==> src/rtl/chi_link_pkg.sv <==
// Shared types and helpers for the CHI link channel buffer.
// Link-state encoding matches the link_state output port.
package chi_link_pkg;

   typedef enum logic [1:0] {
      LINK_STOP   = 2'd0,
      LINK_RUN    = 2'd1,
      LINK_DRAIN  = 2'd2,
      LINK_RETURN = 2'd3
   } link_state_e;

   localparam int CHI_MAX_CRD    = 15;
   localparam int CHI_FLIT_MAX_W = 512;

   // A flit whose opcode field is all zeros is a link (credit-return) flit.
   function automatic logic is_link_flit(input logic [CHI_FLIT_MAX_W-1:0] flit,
                                         input int lsb,
                                         input int w);
      logic nz;
      nz = 1'b0;
      for (int i = 0; i < CHI_FLIT_MAX_W; i++) begin
         if (i >= lsb && i < lsb + w) begin
            nz = nz | flit[i];
         end
      end
      return !nz;
   endfunction

endpackage

==> src/rtl/chi_link_fifo.sv <==
// Single-clock circular FIFO used as the flit buffer behind the output register.
// Pushing into a full FIFO is a protocol violation caught by an assertion.
module chi_link_fifo #(
   parameter int WIDTH = 128,
   parameter int DEPTH = 8
)(
   input  logic                         clock,
   input  logic                         reset,
   input  logic                         push,
   input  logic                         pop,
   input  logic [WIDTH-1:0]             din,
   output logic [WIDTH-1:0]             dout,
   output logic [$clog2(DEPTH+1)-1:0]   cnt,
   output logic                         full,
   output logic                         nempty
);

   localparam int PTR_W = (DEPTH > 1) ? $clog2(DEPTH) : 1;
   localparam int CNT_W = $clog2(DEPTH + 1);

   logic [WIDTH-1:0] mem_q [DEPTH];
   logic [PTR_W-1:0] wr_ptr_q, wr_ptr_d;
   logic [PTR_W-1:0] rd_ptr_q, rd_ptr_d;
   logic [CNT_W-1:0] cnt_q, cnt_d;
   logic             push_ok, pop_ok;

   assign full   = (cnt_q == CNT_W'(DEPTH));
   assign nempty = (cnt_q != '0);
   assign cnt    = cnt_q;
   assign dout   = mem_q[rd_ptr_q];

   always_comb begin
      push_ok  = push && !full;
      pop_ok   = pop && nempty;
      wr_ptr_d = wr_ptr_q;
      rd_ptr_d = rd_ptr_q;
      cnt_d    = cnt_q;
      if (push_ok) begin
         wr_ptr_d = (wr_ptr_q == PTR_W'(DEPTH - 1)) ? '0 : wr_ptr_q + PTR_W'(1);
      end
      if (pop_ok) begin
         rd_ptr_d = (rd_ptr_q == PTR_W'(DEPTH - 1)) ? '0 : rd_ptr_q + PTR_W'(1);
      end
      cnt_d = cnt_q + CNT_W'(push_ok) - CNT_W'(pop_ok);
   end

   always_ff @(posedge clock) begin
      if (reset) begin
         wr_ptr_q <= '0;
         rd_ptr_q <= '0;
         cnt_q    <= '0;
      end else begin
         wr_ptr_q <= wr_ptr_d;
         rd_ptr_q <= rd_ptr_d;
         cnt_q    <= cnt_d;
      end
   end

   always_ff @(posedge clock) begin
      if (push_ok) begin
         mem_q[wr_ptr_q] <= din;
      end
   end

   fifo_no_overflow: assert property (@(posedge clock) disable iff (reset) !(push && full));

endmodule

==> src/rtl/chi_link_chan_buf.sv <==
// One CHI channel buffer: link-state FSM, L-credit counters, flit FIFO and output register.
// Grants are withheld so buffered flits plus outstanding credits never exceed BUF_DEPTH.
module chi_link_chan_buf
   import chi_link_pkg::*;
#(
   parameter int FLIT_WIDTH = 128,
   parameter int OPCODE_LSB = 14,
   parameter int OPCODE_W   = 4,
   parameter int BUF_DEPTH  = 8,
   parameter int MAX_RX_CRD = 15,
   parameter int TX_CRD_MAX = 15,
   parameter int BYPASS     = 1
)(
   input  logic                           clock,
   input  logic                           reset,
   input  logic                           link_req,
   input  logic                           rx_flitpend,
   input  logic                           rx_flitv,
   input  logic [FLIT_WIDTH-1:0]          rx_flit,
   output logic                           rxcrdv,
   output logic                           tx_flitpend,
   output logic                           tx_flitv,
   output logic [FLIT_WIDTH-1:0]          tx_flit,
   input  logic                           txcrdv,
   output logic [1:0]                     link_state,
   output logic [3:0]                     rx_crd_out,
   output logic [3:0]                     tx_crd_cnt,
   output logic [$clog2(BUF_DEPTH+1)-1:0] buf_cnt,
   output logic                           err
);

   localparam int CNT_W  = $clog2(BUF_DEPTH + 1);
   localparam int SUM_W  = ((CNT_W > 4) ? CNT_W : 4) + 1;
   localparam int RX_CAP = (MAX_RX_CRD > CHI_MAX_CRD) ? CHI_MAX_CRD : MAX_RX_CRD;

   link_state_e           state_q, state_d;
   logic [3:0]            rx_crd_q, rx_crd_d;
   logic [3:0]            tx_crd_q, tx_crd_d;
   logic                  err_q, err_d;
   logic                  out_valid_q, out_valid_d;
   logic [FLIT_WIDTH-1:0] out_flit_q, out_flit_d;

   logic                  fifo_push, fifo_pop, fifo_full, fifo_nempty;
   logic [FLIT_WIDTH-1:0] fifo_dout;
   logic [CNT_W-1:0]      fifo_cnt;
   logic [CNT_W-1:0]      buf_cnt_w;
   logic [SUM_W-1:0]      crd_sum;
   logic                  rx_link, rx_no_crd, rx_data_accept, bypass_ok;
   logic                  grant, send_data, send_link;
   logic                  unused_ok;

   assign unused_ok = ^{rx_flitpend, fifo_full};

   chi_link_fifo #(
      .WIDTH (FLIT_WIDTH),
      .DEPTH (BUF_DEPTH)
   ) u_fifo (
      .clock  (clock),
      .reset  (reset),
      .push   (fifo_push),
      .pop    (fifo_pop),
      .din    (rx_flit),
      .dout   (fifo_dout),
      .cnt    (fifo_cnt),
      .full   (fifo_full),
      .nempty (fifo_nempty)
   );

   assign buf_cnt_w = fifo_cnt + CNT_W'(out_valid_q);
   assign crd_sum   = SUM_W'(buf_cnt_w) + SUM_W'(rx_crd_q);
   assign rx_link   = is_link_flit(CHI_FLIT_MAX_W'(rx_flit), OPCODE_LSB, OPCODE_W);
   assign rx_no_crd = rx_flitv && (rx_crd_q == 4'd0);
   assign rx_data_accept = rx_flitv && !rx_no_crd && !rx_link && (state_q != LINK_RETURN);

   always_ff @(posedge clock) begin
      if (reset) begin
         state_q <= LINK_STOP;
      end else begin
         state_q <= state_d;
      end
   end

   always_comb begin
      state_d = state_q;
      case (state_q)
         LINK_STOP:   if (link_req) state_d = LINK_RUN;
         LINK_RUN:    if (!link_req) state_d = LINK_DRAIN;
         LINK_DRAIN: begin
            if (link_req) begin
               state_d = LINK_RUN;
            end else if (buf_cnt_w == '0) begin
               state_d = LINK_RETURN;
            end
         end
         LINK_RETURN: if (tx_crd_q == 4'd0 && rx_crd_q == 4'd0) state_d = LINK_STOP;
         default:     state_d = LINK_STOP;
      endcase
   end

   always_comb begin
      grant       = (state_q == LINK_RUN) && (rx_crd_q < 4'(RX_CAP))
                    && (crd_sum < SUM_W'(BUF_DEPTH));
      send_data   = out_valid_q && (tx_crd_q != 4'd0)
                    && (state_q == LINK_RUN || state_q == LINK_DRAIN);
      send_link   = (state_q == LINK_RETURN) && (tx_crd_q != 4'd0);
      rxcrdv      = grant;
      tx_flitv    = send_data || send_link;
      tx_flit     = send_data ? out_flit_q : '0;
      tx_flitpend = ((state_q == LINK_RUN || state_q == LINK_DRAIN)
                     && (out_valid_q || fifo_nempty)) || send_link;
   end

   // Credit accounting; a flit with no credit outstanding is dropped and flagged.
   always_comb begin
      rx_crd_d = rx_crd_q;
      tx_crd_d = tx_crd_q;
      err_d    = err_q;
      if (rx_no_crd) begin
         err_d    = 1'b1;
         rx_crd_d = rx_crd_q + {3'b000, grant};
      end else begin
         rx_crd_d = rx_crd_q + {3'b000, grant} - {3'b000, rx_flitv};
      end
      if (rx_flitv && !rx_no_crd && !rx_link && state_q == LINK_RETURN) begin
         err_d = 1'b1;
      end
      case ({txcrdv, tx_flitv})
         2'b10: begin
            if (tx_crd_q == 4'(TX_CRD_MAX)) begin
               err_d = 1'b1;
            end else begin
               tx_crd_d = tx_crd_q + 4'd1;
            end
         end
         2'b01:   tx_crd_d = tx_crd_q - 4'd1;
         default: tx_crd_d = tx_crd_q;
      endcase
   end

   // The output register refills on the same cycle it sends, so flits stream back-to-back.
   always_comb begin
      fifo_pop    = fifo_nempty && (send_data || !out_valid_q);
      bypass_ok   = (BYPASS != 0) && !fifo_nempty && (send_data || !out_valid_q);
      fifo_push   = rx_data_accept && !bypass_ok;
      out_valid_d = out_valid_q;
      out_flit_d  = out_flit_q;
      if (fifo_pop) begin
         out_valid_d = 1'b1;
         out_flit_d  = fifo_dout;
      end else if (rx_data_accept && bypass_ok) begin
         out_valid_d = 1'b1;
         out_flit_d  = rx_flit;
      end else if (send_data) begin
         out_valid_d = 1'b0;
      end
   end

   always_ff @(posedge clock) begin
      if (reset) begin
         rx_crd_q    <= '0;
         tx_crd_q    <= '0;
         err_q       <= 1'b0;
         out_valid_q <= 1'b0;
         out_flit_q  <= '0;
      end else begin
         rx_crd_q    <= rx_crd_d;
         tx_crd_q    <= tx_crd_d;
         err_q       <= err_d;
         out_valid_q <= out_valid_d;
         out_flit_q  <= out_flit_d;
      end
   end

   assign link_state = state_q;
   assign rx_crd_out = rx_crd_q;
   assign tx_crd_cnt = tx_crd_q;
   assign buf_cnt    = buf_cnt_w;
   assign err        = err_q;

endmodule

==> config.mk <==
export PLATFORM = sky130hd
export DESIGN_NAME = chi_link_chan_buf
export DESIGN_NICKNAME = d
export VERILOG_FILES = /design/src/rtl/chi_link_pkg.sv /design/src/rtl/chi_link_fifo.sv /design/src/rtl/chi_link_chan_buf.sv
export SDC_FILE = /design/constraint.sdc
export NUM_CORES = 1
export LEC_CHECK = 0
export ABC_CLOCK_PERIOD_IN_PS = 42800
export BUFFER_PORTS_ARGS = -buffer_cell sky130_fd_sc_hd__buf_4
export CAP_MARGIN = 10
export CORE_MARGIN = 2
export CORE_UTILIZATION = 65
export DETAILED_ROUTE_END_ITERATION = 8
export PLACE_DENSITY = 0.81
export SYNTH_ARGS = -nofsm -noshare
export SYNTH_HDL_FRONTEND = slang
export SYNTH_HIERARCHICAL = 1
export SYNTH_SLANG_ARGS = --single-unit
==> constraint.sdc <==
create_clock -name clock -period 42.8 [get_ports clock]
set_input_delay 8.56 -clock clock [delete_from_list [all_inputs] [get_ports clock]]
set_output_delay 8.56 -clock clock [all_outputs]
set_load 0.005 [all_outputs]
==> results of run 1 <==
==> report_power, final <==
part | total [mW] | switching, mW | leakage [nW] | internal (mW)
Sequential | 1.42 | 0.0548 | 10.5 | 1.37
Clock | 1.04 | 0.418 | 1.96 | 0.627
Combinational | 0.729 | 0.403 | 5.79 | 0.326
Total | 3.20 | 0.875 | 18.3 | 2.32
==> path summary, 6_finish.rpt <==
check	end	slack, ns	cells after the start
hold reg to reg	err$_SDFF_PP0_	0.48	2
setup reg to reg	u_fifo/mem_q[1][113]$_DFFE_PP_	38.20	9
setup / recovery	tx_flit[93]	30.61	6
hold / removal	err$_SDFF_PP0_	0.48	2
==> cells by family after synthesis <==
| kind of cell | count (synthesis) |
|---|---|
| buffers and inverters | 163 |
| xor gates and xnor gates | 9 |
| adders and majority gates | 27 |
| DFF | 1177 |
| and+or+nand+nor | 335 |
| muxes | 515 |
| AOI/OAI and AO/OA | 160 |
==> per-layer routing <==
layer  up-vias  wire [um]
met5         -         78
met4        16       2840
met3       168       7350
met2       980      52400
met1     12400      39100
li1      10200          -
==> cells in the final DEF (no fill, tap or decap), drive strengths merged, types with 3 or more instances in the layout <==
master	count
o21ai	7
edfxtp	1024
xor2	4
and2	129
mux4	256
mux2i	131
nor2	147
mux2	128
diode	16
nor3	7
nand2	14
inv	20
or4	6
a211oi	132
ha	25
dfxtp	153
buf	311
nand2b	8
xnor2	5
clkbuf	160
bufinv	16
clkinv	36
a21oi	13
nand3	7
nor4	3
==> flip-flops by register name, indices dropped and copies added, names as in the netlist, named ones only <==
register and cells:
rx_crd_out 4, err 1, out_valid_q 1, u_fifo/cnt 4
tx_crd_cnt 4, link_state 2, out_flit_q 128, u_fifo/wr_ptr_q 3
u_fifo/rd_ptr_q 3, u_fifo/mem_q 1024
==> critical path, stage by stage (launching register included) <==
cell,delay [ns]
dfxtp_1,0.44
inv_1,0.10
ha_1,0.38
and3_4,0.68
buf_4,0.78
and2_1,0.34
buf_4,0.15
==> through the flow <==
step / hold slack [ns] / worst slack, ns / instances
after floorplan: 0.466 / 20.60 / 2386
after global placement: 0.457 / 30.74 / 3500
after detailed placement: 0.477 / 30.70 / 3500
after CTS: 0.493 / 30.57 / 3718
after global routing: 0.512 / 30.44 / 3733
final: 0.485 / 30.61 / 3734
==> layout make-up <==
type,instances,area share
multi-input cells,1046,0.227
clock buffers,160,0.0605
inverters,16,0.00112
repair buffers,311,0.0449
flip-flops and latches,1177,0.630
clock inverters,58,0.0137
well taps,950,0.0221
diodes,16,0.000745
==> impl_metrics.tcl, run 1 <==
set metrics [dict create \
    outcome "completed" \
    finalHoldViolations 0 \
    fillCellCount 3940 \
    clk_path_buf_depth 3 \
    drtIter0Drc 2145 \
    htree_levels 3 \
    die_area_mm2 0.0745 \
    die_w_um 273 \
    busiest_layer "met2" \
    ys_seq_area_frac 0.719 \
    drc 0 \
    cp-end-kind "output pin" \
    boundaryPins 280 \
    synth_ff_type "edfxtp_1" \
    num_rows 98 \
    grt_overflow 0 \
    synth_edf_count 1024 \
    ys.warnings.count 6 \
    cp-startpoint "link_state[1]$_SDFFE_PP0P_" \
    chipHeight_um 273 \
    muxShareOfSynthArea 0.187 \
    hp-class "flip-flop to flip-flop" \
    arrival_ns 3.63 \
    netlist_area_mm2 0.0470 \
    register_area_mm2 0.0338 \
    synth_xor_area_frac 0.00168 \
    start_util 0.657 \
    via_count 23800 \
    power_density_mw_per_mm2 59.5 \
    met2_usage 0.470 \
    skew_ns 0.0282 \
    cts_buffers 114 \
    syn-instance-count 2386 \
    setup_viol 0 \
    synthTopCellsByArea "edfxtp_1 (65%), mux4_2 (8.8%), dfxtp_1 (6.5%)" \
    nets 2827 \
    gr-usage-met3 0.0496 \
    grt_pass1_wl_um 153000 \
    cts.sinks 1177 \
    synth_compound_area_frac 0.0259 \
    peakVddDrop_uv 74.9 \
    ant_nets 0 \
    tightest_slew_ns 1.16 \
    coreArea_mm2 0.0716 \
    fmax_ghz 0.0821 \
    timing.slew.headroom 0.223 \
    synth_top_area_frac 0.654 \
    cts_tree "built" \
    fin_util 0.750 \
    firstDrtPassIters 5 \
    fin_tns_setup_ns 0 \
    period_share 0.285 \
    total_power_mw 3.20 \
    grt_max_degree 175 \
    design_area_mm2 0.0537 \
    async_reset_ff_frac 0 \
    synth_top_family_by_area "multiplexers" \
    cp_max_fo 73 \
    wl_per_cell_um 27.2 \
    synth.distinct_cells 50 \
    antenna_found_initial 23 \
    cp.required_ns 34.24 \
    min_from "err$_SDFF_PP0_" \
    multiInputGateArea_mm2 0.0122 \
    finalMaxSlewViolations 0 \
    area.growth.synth_to_final_pct 14.2 \
    synth.most_common_cell "edfxtp_1" \
    yosysTopAreaCell "edfxtp_1" \
    postCtsHoldBufs 0 \
    syn_avg_cell_area_um2 19.7 \
    hpwl_um 51900 \
    drv_cap 0 \
    placed_cell_area_mm2 0.0497 \
    io_buffers 278 \
    gp_congestion 0.769 \
    synth_nets 2547 \
    via_per_inst 6.37 \
    drive_gt1_frac 0.302 \
    clk_pin_slew_ns 0.07 \
    synth_fa_ha_area_frac 0.00750 \
    insertion_delay_ns 0.67 \
    ys_ff_latch 1177 \
    grt_util_met1 0.359 \
    drt-total-wl_um 102000 \
    rsz0062_at_grt "no" \
    leakage_nw 18.3 \
    grt_pass1_vias 25300 \
    post_cts_buffers 0 \
    root_buffer "clkbuf_16" \
    ctsResizeCount 0 \
    critPathKind "flip-flop to output pin" \
    synth_common_cells "edfxtp_1 (1,024), mux4_2 (184), dfxtp_1 (153), nor2_1 (147), mux2i_1 (131)" \
    start_kind "flip-flop" \
    synth_simple_gate_area_frac 0.0363 \
    track_usage 0.275 \
    timing.rr.start "u_fifo/cnt[2]$_SDFF_PP0_" \
    min_period_ns 12.19 \
]
(Power assumes the default switching activity.)
==> run 2: changes to the inputs <==
--- a/config.mk
+++ b/config.mk
@@ -5,13 +5,13 @@
 export SDC_FILE = /design/constraint.sdc
 export NUM_CORES = 1
 export LEC_CHECK = 0
-export ABC_CLOCK_PERIOD_IN_PS = 42800
+export ABC_CLOCK_PERIOD_IN_PS = 10900
 export BUFFER_PORTS_ARGS = -buffer_cell sky130_fd_sc_hd__buf_4
 export CAP_MARGIN = 10
 export CORE_MARGIN = 2
-export CORE_UTILIZATION = 65
+export CORE_UTILIZATION = 55
 export DETAILED_ROUTE_END_ITERATION = 8
-export PLACE_DENSITY = 0.81
+export PLACE_DENSITY = 0.73
 export SYNTH_ARGS = -nofsm -noshare
 export SYNTH_HDL_FRONTEND = slang
 export SYNTH_HIERARCHICAL = 1
==> constraint.sdc (replaced) <==
create_clock -name clock -period 10.9 [get_ports clock]
set_input_delay 2.18 -clock clock [delete_from_list [all_inputs] [get_ports clock]]
set_output_delay 2.18 -clock clock [all_outputs]
set_load 0.005 [all_outputs]
==> run 2 against run 1 <==
Compared with the run above: global-route usage shrank 4.8 points; sequential share of layout area fell by 0.19 points; worst setup slack worse by 25 ns; die area is 18% higher; count of clock-buffer cells in the layout up 5; sequential cell count did not move; via count fell by 2.4%; non-clock buffer count fell by 2; cell area rose by 0.30%; critical path depth unchanged; cell count is 4.9% higher; combinational power rose to 3.9 times the previous value.
==> impl_metrics.tcl, run 2 (same netlist as run 1, synthesis figures left out) <==
set metrics [dict create \
    peakVddDrop_uv 348 \
    grt_pass1_vias 24200 \
    met3_length_um 5510 \
    via_per_inst 5.93 \
    rrSetupSlack_ns 5.97 \
    chipHeight_um 296 \
    path_cells "inv_1 > ha_1 > and3_4 > buf_4 > and2_1 > buf_4" \
    cts_buffers 115 \
    timing.slew.headroom 0.192 \
    via_count 23200 \
    grt_overflow 0 \
    hpwl_um 51100 \
    clk_pin_slew_ns 0.06 \
    design_area_mm2 0.0539 \
    die_w_um 296 \
    finalHoldViolations 0 \
    gp_congestion 0.758 \
    cp_max_fo 73 \
    hp-class "flip-flop to flip-flop" \
    start_kind "flip-flop" \
    root_buffer "clkbuf_16" \
    reg_top3 "u_fifo/mem_q: 1024 flops, out_flit_q: 128 flops" \
    holdPathStages 2 \
    placed_cell_area_mm2 0.0499 \
    drive_gt1_frac 0.300 \
    min_period_ns 5.75 \
    fmax_ghz 0.174 \
    grt_pass1_wl_um 148000 \
    drtIter0Drc 1635 \
    coreArea_mm2 0.0850 \
    critPathKind "flip-flop to output pin" \
    antenna_found_initial 13 \
    timing.rr.start "u_fifo/cnt[2]$_SDFF_PP0_" \
    ctsResizeCount 0 \
    nets 2826 \
    start_util 0.553 \
    arrival_ns 3.57 \
    fillCellCount 5740 \
    cts.sinks 1177 \
    crit_buf_inv 3 \
    insertion_delay_ns 0.69 \
    top_register "u_fifo/mem_q" \
    finalMaxSlewViolations 0 \
    drc 0 \
    hold_end "out_flit_q[106]$_SDFFE_PP0P_" \
    ant_nets 0 \
    critPathSlowestCell "buf_4" \
    tightest_slew_ns 1.21 \
    htree_levels 3 \
    final_cell_mix "edfxtp_1 (1,024), buf_4 (302), mux4_2 (184), dfxtp_1 (150), nor2_1 (144)" \
    cp.required_ns 8.72 \
    boundaryPins 280 \
    setup_viol 0 \
    wl_per_cell_um 25.4 \
    skew_ns 0.0220 \
    wl_met1_um 40700 \
    num_rows 107 \
    leakage_nw 18.2 \
    top_layer "met5" \
    fin_tns_setup_ns 0 \
    cts_tree "built" \
    path_delay_family "buffers and inverters" \
    met2_wirelength_um 51000 \
    rsz0062_at_grt "no" \
    min_from "out_flit_q[106]$_SDFFE_PP0P_" \
    clk_path_buf_depth 3 \
    die_area_mm2 0.0879 \
    area.growth.synth_to_final_pct 14.5 \
    path_common_cell "buf_4" \
    post_cts_buffers 0 \
    drt-total-wl_um 99600 \
    critPathMaxStageDelay_ns 0.81 \
    track_usage 0.227 \
    layout_commonest_cell "edfxtp_1" \
    largest_reg_flops 1024 \
    power_density_mw_per_mm2 231 \
    io_buffers 278 \
    postCtsHoldBufs 0 \
    grt_max_degree 211 \
    outcome "completed" \
    worstReg2RegEnd "u_fifo/mem_q[2][75]$_DFFE_PP_" \
    r2r_cells 9 \
    cp-end-kind "output pin" \
    drv_cap 0 \
    period_share 0.528 \
    firstDrtPassIters 5 \
    fin_util 0.634 \
]
==> run 2: cell count changes in the layout (fill, tap and decap cells not counted), moves of 2 or more <==
cell,previous run,this run
clkbuf_16,117,119
clkbuf_1,27,30
bufinv_16,16,12
buf_4,305,302
diode_2,16,7
==> run 2: per-layer routing <==
layer  vias to the layer above  global-route usage
met5                         -                   0
met4                        14              0.0675
met3                       154              0.0427
met2                       630               0.390
met1                     12200               0.297
li1                      10300                   -
==> run 2: worst reg2reg max path, cell delays in order, from the launching register on <==
cell	delay [ns]
dfxtp_1	0.36
inv_1	0.09
ha_1	0.19
or3b_4	0.76
nor2_1	0.17
nor2_1	0.34
nand2_1	0.28
nor3_2	0.91
buf_4	0.74
buf_4	0.71
==> run 2: how the worst max path moves through the flow <==
stage	cells after the start	to	from
after floorplan	5	u_fifo/mem_q[2][0]$_DFFE_PP_	rx_flit[16]
after global placement	8	u_fifo/mem_q[2][63]$_DFFE_PP_	rx_flit[17]
after detailed placement	8	u_fifo/mem_q[2][63]$_DFFE_PP_	rx_flit[17]
after CTS	6	tx_flit[92]	link_state[1]$_SDFFE_PP0P_
after global routing	6	tx_flit[53]	link_state[1]$_SDFFE_PP0P_
final	6	tx_flit[92]	link_state[1]$_SDFFE_PP0P_
==> run 2: final cells by class <==
| class | instances | area, um2 | area share |
|---|---|---|---|
| flip-flops and latches | 1177 | 33800 | 0.628 |
| multi-input cells | 1046 | 12200 | 0.227 |
| clock buffers | 165 | 3310 | 0.0615 |
| repair buffers | 309 | 2400 | 0.0445 |
| well taps | 1144 | 1430 | 0.0266 |
| clock inverters | 53 | 611 | 0.0113 |
| inverters | 16 | 60.1 | 0.00111 |
| diodes | 7 | 17.5 | 0.000325 |
==> run 2: through the flow <==
stage / power [mW] / std cells / hold slack, ns / setup WS [ns]
2_1_floorplan: 7.78 / 2386 / 0.466 / -1.48
3_3_place_gp: 8.40 / 3692 / 0.463 / 4.93
3_5_place_dp: 8.50 / 3692 / 0.486 / 4.83
4_1_cts: 12.5 / 3910 / 0.495 / 5.08
5_1_grt: 13.0 / 3914 / 0.511 / 4.91
6_report: 12.4 / 3917 / 0.493 / 5.15
==> run 2: power breakdown <==
group,leakage (nW),switching (mW),internal [mW]
logic,5.78,1.54,1.28
clock network,1.93,1.65,2.40
registers,10.5,0.213,5.37
total,18.2,3.40,9.04
